File: src/rtl/display_pkg.sv
// Shared constants and scan-state encoding for the 4-digit multiplexed display.
// Pure declarations: no latency and no backpressure.
package display_pkg;

  localparam int N_DIG = 4;
  localparam logic [N_DIG-1:0] ANODOS_OFF = 4'b1111;

  typedef enum logic [1:0] {
    DIG0 = 2'd0,
    DIG1 = 2'd1,
    DIG2 = 2'd2,
    DIG3 = 2'd3
  } estado_t;

  // Active-low one-cold enable for the digit selected by the scan state.
  function automatic logic [N_DIG-1:0] anodo_sel(input estado_t e);
    return ~(4'b0001 << e);
  endfunction

endpackage

File: src/rtl/divisor_refresco.sv
// Refresh divider counting 0..DIV-1 while enabled; tick is combinational in the wrap cycle.
// No backpressure: habilitar=0 freezes the count and suppresses tick.
module divisor_refresco #(
  parameter int DIV = 50000
) (
  input  logic clk,
  input  logic rst,
  input  logic habilitar,
  output logic tick
);

  localparam int W = $clog2(DIV);
  localparam logic [W-1:0] ULTIMO = W'(DIV - 1);

  logic [W-1:0] cuenta;

  assign tick = habilitar && (cuenta == ULTIMO);

  always_ff @(posedge clk or posedge rst) begin
    if (rst) begin
      cuenta <= '0;
    end else if (habilitar) begin
      cuenta <= tick ? '0 : cuenta + W'(1);
    end
  end

endmodule

File: src/rtl/barrido_display.sv
// Time-multiplexed scan of four latched hex nibbles onto one digit bus; outputs registered, 1-cycle latency.
// No backpressure: cargar loads every cycle it is high, habilitar=0 blanks and freezes the scan.
module barrido_display
  import display_pkg::*;
#(
  parameter int DIV = 50000
) (
  input  logic        clk,
  input  logic        rst,
  input  logic [15:0] valor,
  input  logic        cargar,
  input  logic        habilitar,
  input  logic        supr_ceros,
  output logic [3:0]  digito,
  output logic [3:0]  anodos
);

  logic [15:0] latch;
  estado_t     estado, estado_sig;
  logic        tick;
  logic        blanco;
  logic [3:0]  digito_sig;
  logic [3:0]  anodos_sig;

  divisor_refresco #(.DIV(DIV)) u_divisor (
    .clk       (clk),
    .rst       (rst),
    .habilitar (habilitar),
    .tick      (tick)
  );

  always_ff @(posedge clk or posedge rst) begin
    if (rst) begin
      latch <= '0;
    end else if (cargar) begin
      latch <= valor;
    end
  end

  always_ff @(posedge clk or posedge rst) begin
    if (rst) begin
      estado <= DIG0;
    end else begin
      estado <= estado_sig;
    end
  end

  always_comb begin
    estado_sig = estado;
    blanco     = 1'b0;
    digito_sig = latch[{estado, 2'b00} +: 4];
    anodos_sig = ANODOS_OFF;

    if (tick) begin
      case (estado)
        DIG0:    estado_sig = DIG1;
        DIG1:    estado_sig = DIG2;
        DIG2:    estado_sig = DIG3;
        default: estado_sig = DIG0;
      endcase
    end

    // A digit is a leading zero when it and every more significant nibble are zero.
    case (estado)
      DIG1:    blanco = (latch[15:4]  == 12'h000);
      DIG2:    blanco = (latch[15:8]  == 8'h00);
      DIG3:    blanco = (latch[15:12] == 4'h0);
      default: blanco = 1'b0;
    endcase

    if (habilitar && !(supr_ceros && blanco)) begin
      anodos_sig = anodo_sel(estado);
    end
  end

  always_ff @(posedge clk or posedge rst) begin
    if (rst) begin
      digito <= 4'h0;
      anodos <= ANODOS_OFF;
    end else begin
      digito <= digito_sig;
      anodos <= anodos_sig;
    end
  end

endmodule

File: config.mk
export PLATFORM = sky130hd
export DESIGN_NAME = barrido_display
export DESIGN_NICKNAME = d
export VERILOG_FILES = /design/src/rtl/display_pkg.sv /design/src/rtl/divisor_refresco.sv /design/src/rtl/barrido_display.sv
export SDC_FILE = /design/constraint.sdc
export NUM_CORES = 1
export LEC_CHECK = 0
export BUFFER_PORTS_ARGS = -buffer_cell sky130_fd_sc_hd__buf_2
export CAP_MARGIN = 10
export CORE_UTILIZATION = 60
export CTS_BUF_LIST = sky130_fd_sc_hd__clkbuf_4 sky130_fd_sc_hd__clkbuf_8 sky130_fd_sc_hd__clkbuf_16
export CTS_CLUSTER_SIZE = 25
export DETAILED_ROUTE_END_ITERATION = 8
export PLACE_DENSITY = 0.87
export SLEW_MARGIN = 10
export SYNTH_ARGS = -nofsm -noshare
export SYNTH_HDL_FRONTEND = slang
export SYNTH_SLANG_ARGS = --single-unit
File: constraint.sdc
create_clock -name clk -period 5.1 [get_ports clk]
set_input_delay 1.02 -clock clk [delete_from_list [all_inputs] [get_ports clk]]
set_output_delay 1.02 -clock clk [all_outputs]
set_load 0.005 [all_outputs]
[Yosys cells after proc, flatten, opt, wreduce, memory -nomap -nowiden]
Cells that the tools add are included.
Word-level totals
  output and inout bits: 8
  word-level logic and storage cells: 25
  flip-flop bits (word level): 42
  bits of input ports: 21
Cells by class
  $add $sub $neg: 1
  eq/ne operators: 4
  muxes and demuxes: 4
  reductions and logical operators: 8
  shifts and indexed selects: 2
  bitwise gates (word level): 1
Operators by type and width (count)
  16-bit by 1-bit adder with 16-bit output (second input constant): 1
  16-bit == test (second input constant): 1
  16-bit 2-to-1 mux: 1
  16-bit by 5-bit indexed part select with 4-bit output: 1
  12-bit logical NOT: 1
  8-bit logical NOT: 1
  2-bit case mux with 3 select lines: 1
  2-bit == test (second input constant): 2
  4-bit logical NOT: 1
  4-bit 2-to-1 mux: 1
  4-bit inverter: 1
  1-bit by 2-bit left shift with 4-bit output (first input constant): 1
  1-bit logical AND: 3
  1-bit case mux with 3 select lines: 1
  2-bit by 1-bit == test with 1-bit output (second input constant): 1
  2-bit logical NOT: 1
  1-bit logical NOT: 1

[Longest topological paths before layout]
Gate-level depths: netlist of the first run.
  word-level depth: 6
  gate-level depth with buffers: 6
  depth with buffers taken out: 5

[By module]
Synthesis of the first run repeated with hierarchy kept, for this count alone.
Second synthesis, totals
  cell total of the unflattened synthesis: 150
  area, all modules: 1909.3 sq um
Modules (own cells, without submodules)
  barrido_display: times used 1, sequential area each 655.6 sq um, cells each 73, area an instance 1109.8 sq um
  divisor_refresco: times used 1, sequential area each 400.4 sq um, cells each 77, area an instance 799.5 sq um

[Least setup slack after synthesis of the first run]
OpenSTA, ideal clock, no wires.
  kind: in2reg
  from: input habilitar
  to: register u_divisor.cuenta[15]
  setup slack: 2861 ps
  required time: 5021 ps
  data arrival time: 2160 ps
  buffers on the path: 1
  cell stages on the path: 5
  setup time: 79 ps
  path through: buf_4 > nand4_2 > or3_4 > nor4_2 > mux2i_1
Between the ends
  cells in the longest elaborated chain, start to end: 2
RTL lines
  start, declared: RTL line barrido_display.sv:12  | input logic habilitar,
  1-bit logical AND: RTL line divisor_refresco.sv:17  | assign tick = habilitar && (cuenta == ULTIMO);
  16-bit 2-to-1 mux: RTL line divisor_refresco.sv:23  | cuenta <= tick ? '0 : cuenta + W'(1);
  end signal, assigned: RTL line divisor_refresco.sv:23
  end, declared: RTL line divisor_refresco.sv:15  | logic [W-1:0] cuenta;
Parallel ways exist; a longest one is shown, timed or not.
A chain may end at the register's enable or synchronous reset.

[Worst setup path in the final report of the first run]
Ends and elaborated chain as after synthesis.

==> reports/results.tsv, run 1 <==
stage	metric	value	unit
pwr	leakage	0.0009757	uW
cts	numCtsBuffers	5	
cts	htreeDepth	2	
grt	groute.usage.overall	23.64	%
logic_synthesis	syn_area_per_cell	12.87	um2
logic_synthesis	yosys-top-cells-area	dfrtp_1, mux2_2, dfstp_2	
logic_synthesis	yosys.cell_types.count	35	
floorplan	dieWidth	58.73	um
setup_path	path_class	input pin to flop	
cells_and_area	multi_input_area	820.8	um2
route	drc	0	
grt	antenna_found_initial	0	
setup_path	r2r-end	estado[1]	
grt	grt_pass1_vias	1226	
cts	clockRootBuffer	clkbuf_4	
logic_synthesis	netlist.area_leader.share	49.25	%
sta	fin_tns_setup	0	ns
sta	rsz0062_at_grt	no	
setup_path	critPathArrivalTime	2.35	ns
logic_synthesis	syn_nets	176	
sta	fin_worst_skew	0.009671	ns
pwr	p_per_area	329.3	mW/mm2
route	vias_per_cell	5.606	
sta	whs	0.4882	ns
setup_path	crit_path_max_fanout	9	
floorplan	placementRows	20	
setup_path	startpoint	habilitar	
route	drt-total-wl	3.502	mm
cells_and_area	diodes	0	
cells_and_area	fillCellCount	225	
placed_design	place_hpwl	2.531	mm
grt	grt_pass1_wl	5.885	mm
worst_hold_path	hold_path_startpoint	u_divisor.cuenta[15]	
logic_synthesis	ys_seq_elements	42	
setup_path	r2r_slack	3.26	ns
setup_path	cp-end-kind	flop	
worst_hold_path	worstHoldEndpoint	u_divisor.cuenta[15]	
worst_hold_path	hold_class	flop to flop	
sta	setup_viol	0	
floorplan	num_io_pins	29	
cells_and_area	regArea	0.001056	mm2
logic_synthesis	synth_top_cell_by_area	dfrtp_1	
route	ant_nets	0	
cells_and_area	drive_above_1_share	37.91	%
grt	grt_overflow	0	
floorplan	start_util	63.24	%
worst_hold_path	whs_path_depth	1	
cells_and_area	final_nets	207	
logic_synthesis	synthCells	150	
job	drv_cap	0	
placed_design	io_buffers	28	
floorplan	die_y	58.73	um
cts	cts_tree	done	
route	routedWlPerCell	15.50	um
cts	clock_latency	0.36	ns
sta	post-route-period-util	40.38	%
cells_and_area	area_delta_synth_final	13.54	%
logic_synthesis	synth_ff_type	dfrtp_1	
sta	slew-limit-headroom	65.67	%
cts	clk_pin_slew	0.12	ns
logic_synthesis	async_flop_share	100.0	%
floorplan	die-area	0.003449	mm2
route	vias	1267	
floorplan	core	0.003053	mm2
setup_path	worst-r2r-cell-count	4	
logic_synthesis	synth_area	0.001931	mm2
sta	fmaxAchievable	485.5	MHz
cts	cts_resized	0	
sta	post-route-min-period	2.060	ns
placed_design	gp_congestion	0.8290	
pwr	ir_worst_vdd	217.5	uV
grt	grt_max_degree	43	
setup_path	critPathRequiredTime	5.39	ns
cts	hold_buffers	0	
logic_synthesis	yosysSeqAreaShare	54.70	%
cells_and_area	fin_util	71.80	%
setup_path	start_kind	input pin	
cts	cts_setup_buffers	0	
route	dr.pass1.iters	4	
cts	clock_sinks	42	
logic_synthesis	ys_warn_count	0	
run_status	outcome	finished clean	
cts	clock_path_buffers	2	
setup_path	reg2reg_from	u_divisor.cuenta[11]	
logic_synthesis	synth_edf_count	0	
route	drt_iter0_drc	32	
sta	drv_slew	0	
sta	hold_violations	0	
sta	worst_pin_slew	0.5149	ns
[routing by layer]
layer  vias to the layer above  wire (um)  GRT usage (%)
li1                        590          -              -
met1                       647       1536          31.83
met2                        25       1804          37.66
met3                         5        118          5.934
met4                         0         43          8.163
met5                         -          0              0
[cells in the final DEF, fill, tap and decap left out, types with 2 or more instances in the layout]
cell and count:
o31ai_1 2, o211ai_1 2, nor2_1 13, mux2_2 16
buf_2 28, mux2i_1 2, xor2_1 3, dfstp_2 4
nand4_2 3, xnor2_1 9, dfrtp_1 38, nand2_1 10
nand3_1 6, mux4_2 4, clkbuf_4 6, nor4_1 5
ha_1 5, inv_1 8
[stage by stage]
stage / power, uW / cell area, um2 / worst slack [ns] / instances
2_1_floorplan: 479.0 / 1931 / 2.861 / 150
3_3_place_gp: 501.8 / 2110 / 2.756 / 218
3_5_place_dp: 510.2 / 2110 / 2.684 / 218
4_1_cts: 725.9 / 2192 / 3.061 / 226
5_1_grt: 751.4 / 2192 / 3.002 / 226
6_report: 721.9 / 2192 / 3.040 / 226
[how the worst max path moves through the flow]
| stage | slack [ns] | cells past startpoint | endpoint |
|---|---|---|---|
| 2_1_floorplan | 2.86 | 5 | u_divisor.cuenta[15] |
| 3_3_place_gp | 2.76 | 5 | u_divisor.cuenta[15] |
| 3_5_place_dp | 2.68 | 5 | u_divisor.cuenta[15] |
| 4_1_cts | 3.06 | 5 | u_divisor.cuenta[15] |
| 5_1_grt | 3.00 | 5 | u_divisor.cuenta[15] |
| 6_report | 3.04 | 5 | u_divisor.cuenta[15] |
[worst max-delay path, cell delays in order]
cell and delay, ns:
buf_2 0.19, nand4_2 0.18, or3_4 0.44, nor4_2 0.31, mux2i_1 0.21
[power breakdown]
part           internal (uW)  total [uW]  switching (uW)
clock                    109         218             109
sequential               372         413            41.3
combinational           47.6        91.0            43.4
total                    528         722             194
[final cells by class]
class	count	area share [%]
Clock buffer	6	2.055
Clock inverter	2	1.712
Inverter	8	1.370
Multi-Input combinational cell	95	37.44
Sequential cell	42	48.17
Tap cell	44	2.511
Timing Repair Buffer	29	6.735
[synth_stat cells, types with 3 or more instances]
cell and count:
dfrtp_1 38, dfstp_2 4, ha_1 5, inv_1 8
mux2_2 16, mux4_2 4, nand2_1 10, nand3_1 6
nand4_2 3, nor2_1 13, nor4_1 5, xnor2_1 9
xor2_1 3
[cell families (layout without fill, tap and decap cells)]
family	after synthesis	after routing	share of synthesized area, %
compound gates	8	8	2.851
xor+xnor	12	12	5.444
fa+ha+maj	5	5	3.240
buf+inv	13	45	2.787
flops	42	42	54.70
mux	23	23	15.81
simple gates	47	47	15.17
[flip-flops by register name, indices dropped and copies added (netlist names)]
register	flops
anodos	4
latch	16
digito	4
estado	2
u_divisor.cuenta	16
No activity file was read; power rests on OpenSTA's default activity.
==> inputs of run 2 (changes only) <==
Settings changed: CORE_UTILIZATION 60 to 50, PLACE_DENSITY 0.87 to 0.78.
Clock period 5.1 ns to 1.8 ns, I/O delays scaled along.
==> reports/results.tsv, run 2 (synthesis results as in run 1) <==
stage	metric	value	unit	change
worst_hold_path	hold_class	input pin to async pin		
pwr	p_int	1528	uW	+190%
cts	hold_buffers	0		unchanged
placed_design	io_buffers	28		unchanged
route	drt_iter0_drc	34		+6.3%
route	dr.pass1.iters	4		unchanged
placed_design	dp_worst_setup_slack	0.1325	ns	-2.551 ns
floorplan	die-area	0.004114	mm2	+19%
route	vias	1261		-0.47%
sta	setup_viol	0		unchanged
grt	grt_max_degree	43		unchanged
pwr	ir_worst_vdd	610.0	uV	+180%
floorplan	placementRows	22		+10%
cells_and_area	final_cell_mix	dfrtp_1, buf_2, mux2_2		
grt	grt_overflow	0		unchanged
placed_design	place_area	0.002152	mm2	+2.0%
pwr	clkPwrFrac	30.4	%	+0.2 points
route	routedWlPerCell	14.85	um	-4.2%
cells_and_area	diodes	0		unchanged
setup_path	startpoint	u_divisor.cuenta[0]		
sta	drv_slew	0		unchanged
route	ant_nets	0		unchanged
setup_path	path_class	flop to flop		
floorplan	dieWidth	64.14	um	+9.2%
cts	clock_path_buffers	2		unchanged
floorplan	num_io_pins	29		unchanged
cells_and_area	reg.largest.list	latch (16), u_divisor.cuenta (16)		
grt	grt_pass1_vias	1310		+6.9%
cts	clockRootBuffer	clkbuf_8		
cts	numCtsBuffers	5		unchanged
sta	post-route-period-util	90.84	%	
sta	worst_pin_slew	0.5174	ns	+0.002570 ns
cts	clk_pin_slew	0.08	ns	-0.04 ns
sta	fmaxAchievable	611.6	MHz	
run_status	outcome	finished clean		
sta	post-route-min-period	1.635	ns	
pwr	swShare	26.27	%	-0.55 points
cts	clock_sinks	42		unchanged
grt	antenna_found_initial	0		unchanged
setup_path	start_kind	flop		
pwr	sequentialPowerShare	55.6	%	-1.6 points
placed_design	place_hpwl	2.597	mm	+2.6%
cts	clock_latency	0.29	ns	-0.07 ns
sta	rsz0062_at_grt	no		
floorplan	die_y	64.14	um	+9.2%
cells_and_area	drive_above_1_share	40.11	%	+2.2 points
setup_path	reg2reg_from	u_divisor.cuenta[0]		
pwr	pwr-share-comb	13.9	%	+1.3 points
sta	fin_worst_skew	0.005211	ns	-0.004460 ns
sta	fin_tns_setup	0	ns	unchanged
cts	htreeDepth	2		unchanged
cts	cts_tree	done		
sta	hold_violations	0		unchanged
cells_and_area	final_common_cell	dfrtp_1		
grt	grt_pass1_wl	5.989	mm	+1.8%
floorplan	core	0.003689	mm2	+21%
route	drt-total-wl	3.489	mm	-0.37%
cells_and_area	design_area	0.002252	mm2	+2.7%
setup_path	critPathArrivalTime	1.82	ns	-0.53 ns
job	drv_cap	0		unchanged
cells_and_area	final_nets	212		+2.4%
pwr	p_sw	544.6	uW	+180%
setup_path	critPathRequiredTime	1.99	ns	-3.40 ns
placed_design	gp_congestion	0.8246		-0.53%
sta	slew-limit-headroom	65.50	%	-0.17 points
route	drc	0		unchanged
route	vias_per_cell	5.366		-4.3%
pwr	p_per_area	920.4	mW/mm2	+180%
sta	whs	0.1879	ns	-0.3003 ns
grt	groute.usage.overall	19.73	%	-3.9 points
cells_and_area	area_delta_synth_final	16.66	%	
setup_path	cp-end-kind	flop		
setup_path	crit_path_max_fanout	8		-1
sta	setup_ws	0.1649	ns	-2.876 ns
pwr	leakage	0.001009	uW	+3.4%
floorplan	start_util	52.34	%	-11 points
## run 2: cell count changes in the layout (fill, tap and decap cells not counted)
cell,delta
nor3_2,+1
buf_4,+5
bufinv_16,-1
nor3_1,-1
clkinvlp_4,-1
clkinv_2,+1
clkbuf_4,-5
clkbuf_8,+6
## run 2: through the flow
stage,power (uW),std cells,util [%]
floorplan,1357,150,-
global placement,1442,227,58.34
detailed placement,1461,227,58.34
CTS,2081,235,60.92
global route,2168,235,61.06
finish,2073,235,61.06
## run 2: path summary, 6_finish.rpt
path | endpoint | slack [ns] | depth (start not counted)
worst max-delay path | u_divisor.cuenta[14] | 0.16 | 5
worst min-delay path | latch[1] | 0.19 | 3
worst max register to register | u_divisor.cuenta[14] | 0.16 | 5
worst min register to register | u_divisor.cuenta[15] | 0.48 | 1
max in group asynchronous | anodos[3] | 1.25 | 3
min in group clk | latch[11] | 0.29 | 2
## run 2: area by class of cell
cell class                 instances  area [um2]
fill                             287        1436
multi-input combinational         95       825.8
tap                               48       60.06
clock buffer                       7       90.09
timing repair buffer              34       185.2
clock inverter                     1       5.005
inverter                           8       30.03
sequential                        42        1056
## run 2: timing repair
item,in CTS,in global routing
resized for setup,0,1
buffers inserted,0,0
endpoints found under the setup margin,0,1
## run 2: worst max-delay path, cell delays in order (launching register included)
cell,delay [ns]
dfrtp_1,0.40
ha_1,0.20
nand4_2,0.28
nor4_1,0.43
xnor2_1,0.16
nor2_1,0.05
## run 2: layer usage
layer	wire [um]	global-route usage, %
met1	1567	25.24
met2	1737	31.38
met3	128	5.714
met4	55	8.333
met5	0	0
## run 2: power by group through the flow
stage	Combinational [uW]	Sequential (uW)	Clock, uW
floorplan	217	1140	0
global placement	280	1160	0
detailed placement	291	1170	0
CTS	293	1150	636
global route	322	1160	681
finish	289	1150	631
==> inputs of run 3 (changes only) <==
Settings changed: PLACE_DENSITY 0.78 to 0.74, SKIP_CTS_REPAIR_TIMING set to 1.
==> reports/results.tsv, run 3 (synthesis results as in run 1) <==
stage	metric	value	unit	change
run_status	outcome	finished clean		
placed_design	dp_worst_setup_slack	0.1001	ns	-0.03236 ns
route	routedWlPerCell	14.96	um	+0.75%
route	met3_length	128	um	unchanged
cells_and_area	reg.largest.list	latch (16), u_divisor.cuenta (16)		
pwr	leakage	0.001008	uW	about the same
cells_and_area	final_common_cell	dfrtp_1		
cts	clock_path_buffers	2		unchanged
grt	grt_max_degree	43		unchanged
setup_path	max_stage_delay	0.44	ns	about the same
setup_path	startpoint	u_divisor.cuenta[2]		
floorplan	core	0.003689	mm2	unchanged
cts	clockRootBuffer	clkbuf_8		
grt	grt_pass1_wl	6.210	mm	+3.7%
route	drt-total-wl	3.530	mm	+1.2%
sta	setup_viol	0		unchanged
cells_and_area	fillCellCount	316		+10%
pwr	ir_worst_vdd	637.5	uV	+4.5%
placed_design	place_hpwl	2.526	mm	-2.7%
route	top_layer	met4		
cts	htreeDepth	2		unchanged
cells_and_area	design_area	0.002256	mm2	+0.17%
setup_path	path_class	flop to flop		
sta	rsz0062_at_grt	no		
setup_path	r2r_slack	0.16	ns	about the same
sta	post-route-min-period	1.639	ns	+0.003563 ns
cells_and_area	area_delta_synth_final	16.85	%	
cts	clk_pin_slew	0.08	ns	about the same
placed_design	place_area	0.002160	mm2	+0.35%
grt	groute.usage.overall	20.75	%	+1.0 points
floorplan	dieWidth	64.14	um	unchanged
sta	hold_violations	0		unchanged
floorplan	start_util	52.34	%	unchanged
setup_path	critPathArrivalTime	1.85	ns	+0.03 ns
cts	cts_tree	done		
cells_and_area	multi_input_area	820.8	um2	-0.61%
route	vias	1266		+0.40%
floorplan	die-area	0.004114	mm2	unchanged
setup_path	cp-end-kind	flop		
setup_path	r2r-end	u_divisor.cuenta[15]		
route	wl_met2	1.763	mm	+1.5%
setup_path	crit_chain	nand4_2, or3_4, nor4_2, mux2i_1		
route	drt_iter0_drc	39		+15%
sta	drv_slew	0		unchanged
job	drv_cap	0		unchanged
grt	antenna_found_initial	0		unchanged
cts	clock_latency	0.29	ns	about the same
route	vias_per_cell	5.364		about the same
grt	grt_overflow	0		unchanged
cells_and_area	regArea	0.001057	mm2	+0.12%
setup_path	reg2reg_from	u_divisor.cuenta[2]		
cells_and_area	final_cells	236		+0.43%
sta	worst_pin_slew	0.5113	ns	-0.006131 ns
cells_and_area	drive_above_1_share	40.43	%	+0.32 points
cts	clock_sinks	42		unchanged
cts	numCtsBuffers	5		unchanged
placed_design	io_buffers	28		unchanged
grt	grt_pass1_vias	1318		+0.61%
sta	fmaxAchievable	610.3	MHz	-0.22%
floorplan	placementRows	22		unchanged
setup_path	start_kind	flop		
setup_path	crit_path_max_fanout	4		-4
route	drt-met1-wl	1.536	mm	-2.0%
route	ant_nets	0		unchanged
sta	fin_worst_skew	0.002211	ns	-0.003000 ns
setup_path	worst-r2r-cell-count	4		-1
placed_design	gp_congestion	0.7642		-7.3%
cells_and_area	final_nets	213		+0.47%
sta	setup_ws	0.1614	ns	-0.003563 ns
sta	whs	0.1849	ns	-0.002966 ns
setup_path	critPathRequiredTime	2.01	ns	+0.02 ns
cells_and_area	final_cell_mix	dfrtp_1, buf_2, mux2_2		
sta	slew-limit-headroom	65.91	%	+0.41 points
sta	post-route-period-util	91.04	%	+0.20 points
placed_design	placed_cells	228		+0.44%
pwr	p_per_area	915.4	mW/mm2	-0.54%
worst_hold_path	hold_class	input pin to async pin		
setup_path	cp_slowest_cell	or3_4		
floorplan	die_y	64.14	um	unchanged
route	drc	0		unchanged
setup_path	cp-endpoint	u_divisor.cuenta[15]		
route	dr.pass1.iters	4		unchanged
sta	fin_tns_setup	0	ns	unchanged
cells_and_area	diodes	0		unchanged
floorplan	num_io_pins	29		unchanged
run 3: cell types whose count changed in the layout (fill, tap and decap cells not counted):
cell        delta
nor3_1         +1
buf_4          +1
clkinvlp_4     +1
clkbuf_4       -1
nor3_2         -1
dfrtp_2        +1
dfrtp_1        -1
run 3: per-layer routing:
layer	track usage, %	vias to the layer above
li1	-	595
met1	26.94	629
met2	32.05	33
met3	5.536	9
met4	10.56	0
met5	0	-
run 3: area by class of cell:
| type | count | area share, % |
|---|---|---|
| well taps | 48 | 2.662 |
| inverters | 8 | 1.331 |
| clock inverters | 2 | 0.5546 |
| flip-flops and latches | 42 | 46.87 |
| multi-input cells | 95 | 36.38 |
| clock buffers | 6 | 3.661 |
| repair buffers | 35 | 8.541 |
run 3: through the flow:
step                total power [uW]  util, %
floorplan                       1357        -
global placement                1441    58.55
detailed placement              1460    58.55
CTS                             2091    61.13
global route                    2181    61.16
finish                          2065    61.16
run 3: worst max-delay path, delay by kind of cell (launching register included):
kind             cells  cell delay, ns
flip-flops           1            0.42
multiplexers         1            0.22
AND/OR/NAND/NOR      3            0.92
run 3: how the worst min path moves through the flow:
stage | from | endpoint | slack [ns] | cells after the start
after floorplan | u_divisor.cuenta[15] | u_divisor.cuenta[15] | 0.44 | 1
after global placement | u_divisor.cuenta[15] | u_divisor.cuenta[15] | 0.47 | 1
after detailed placement | u_divisor.cuenta[15] | u_divisor.cuenta[15] | 0.50 | 1
after CTS | rst | u_divisor.cuenta[13] | 0.20 | 3
after global routing | rst | latch[1] | 0.25 | 3
final | rst | latch[1] | 0.18 | 3
run 3: report_power, final:
part / total, uW / internal [uW] / switching, uW
Clock: 621 / 308 / 313
Combinational: 293 / 150 / 143
Sequential: 1150 / 1050 / 96.7
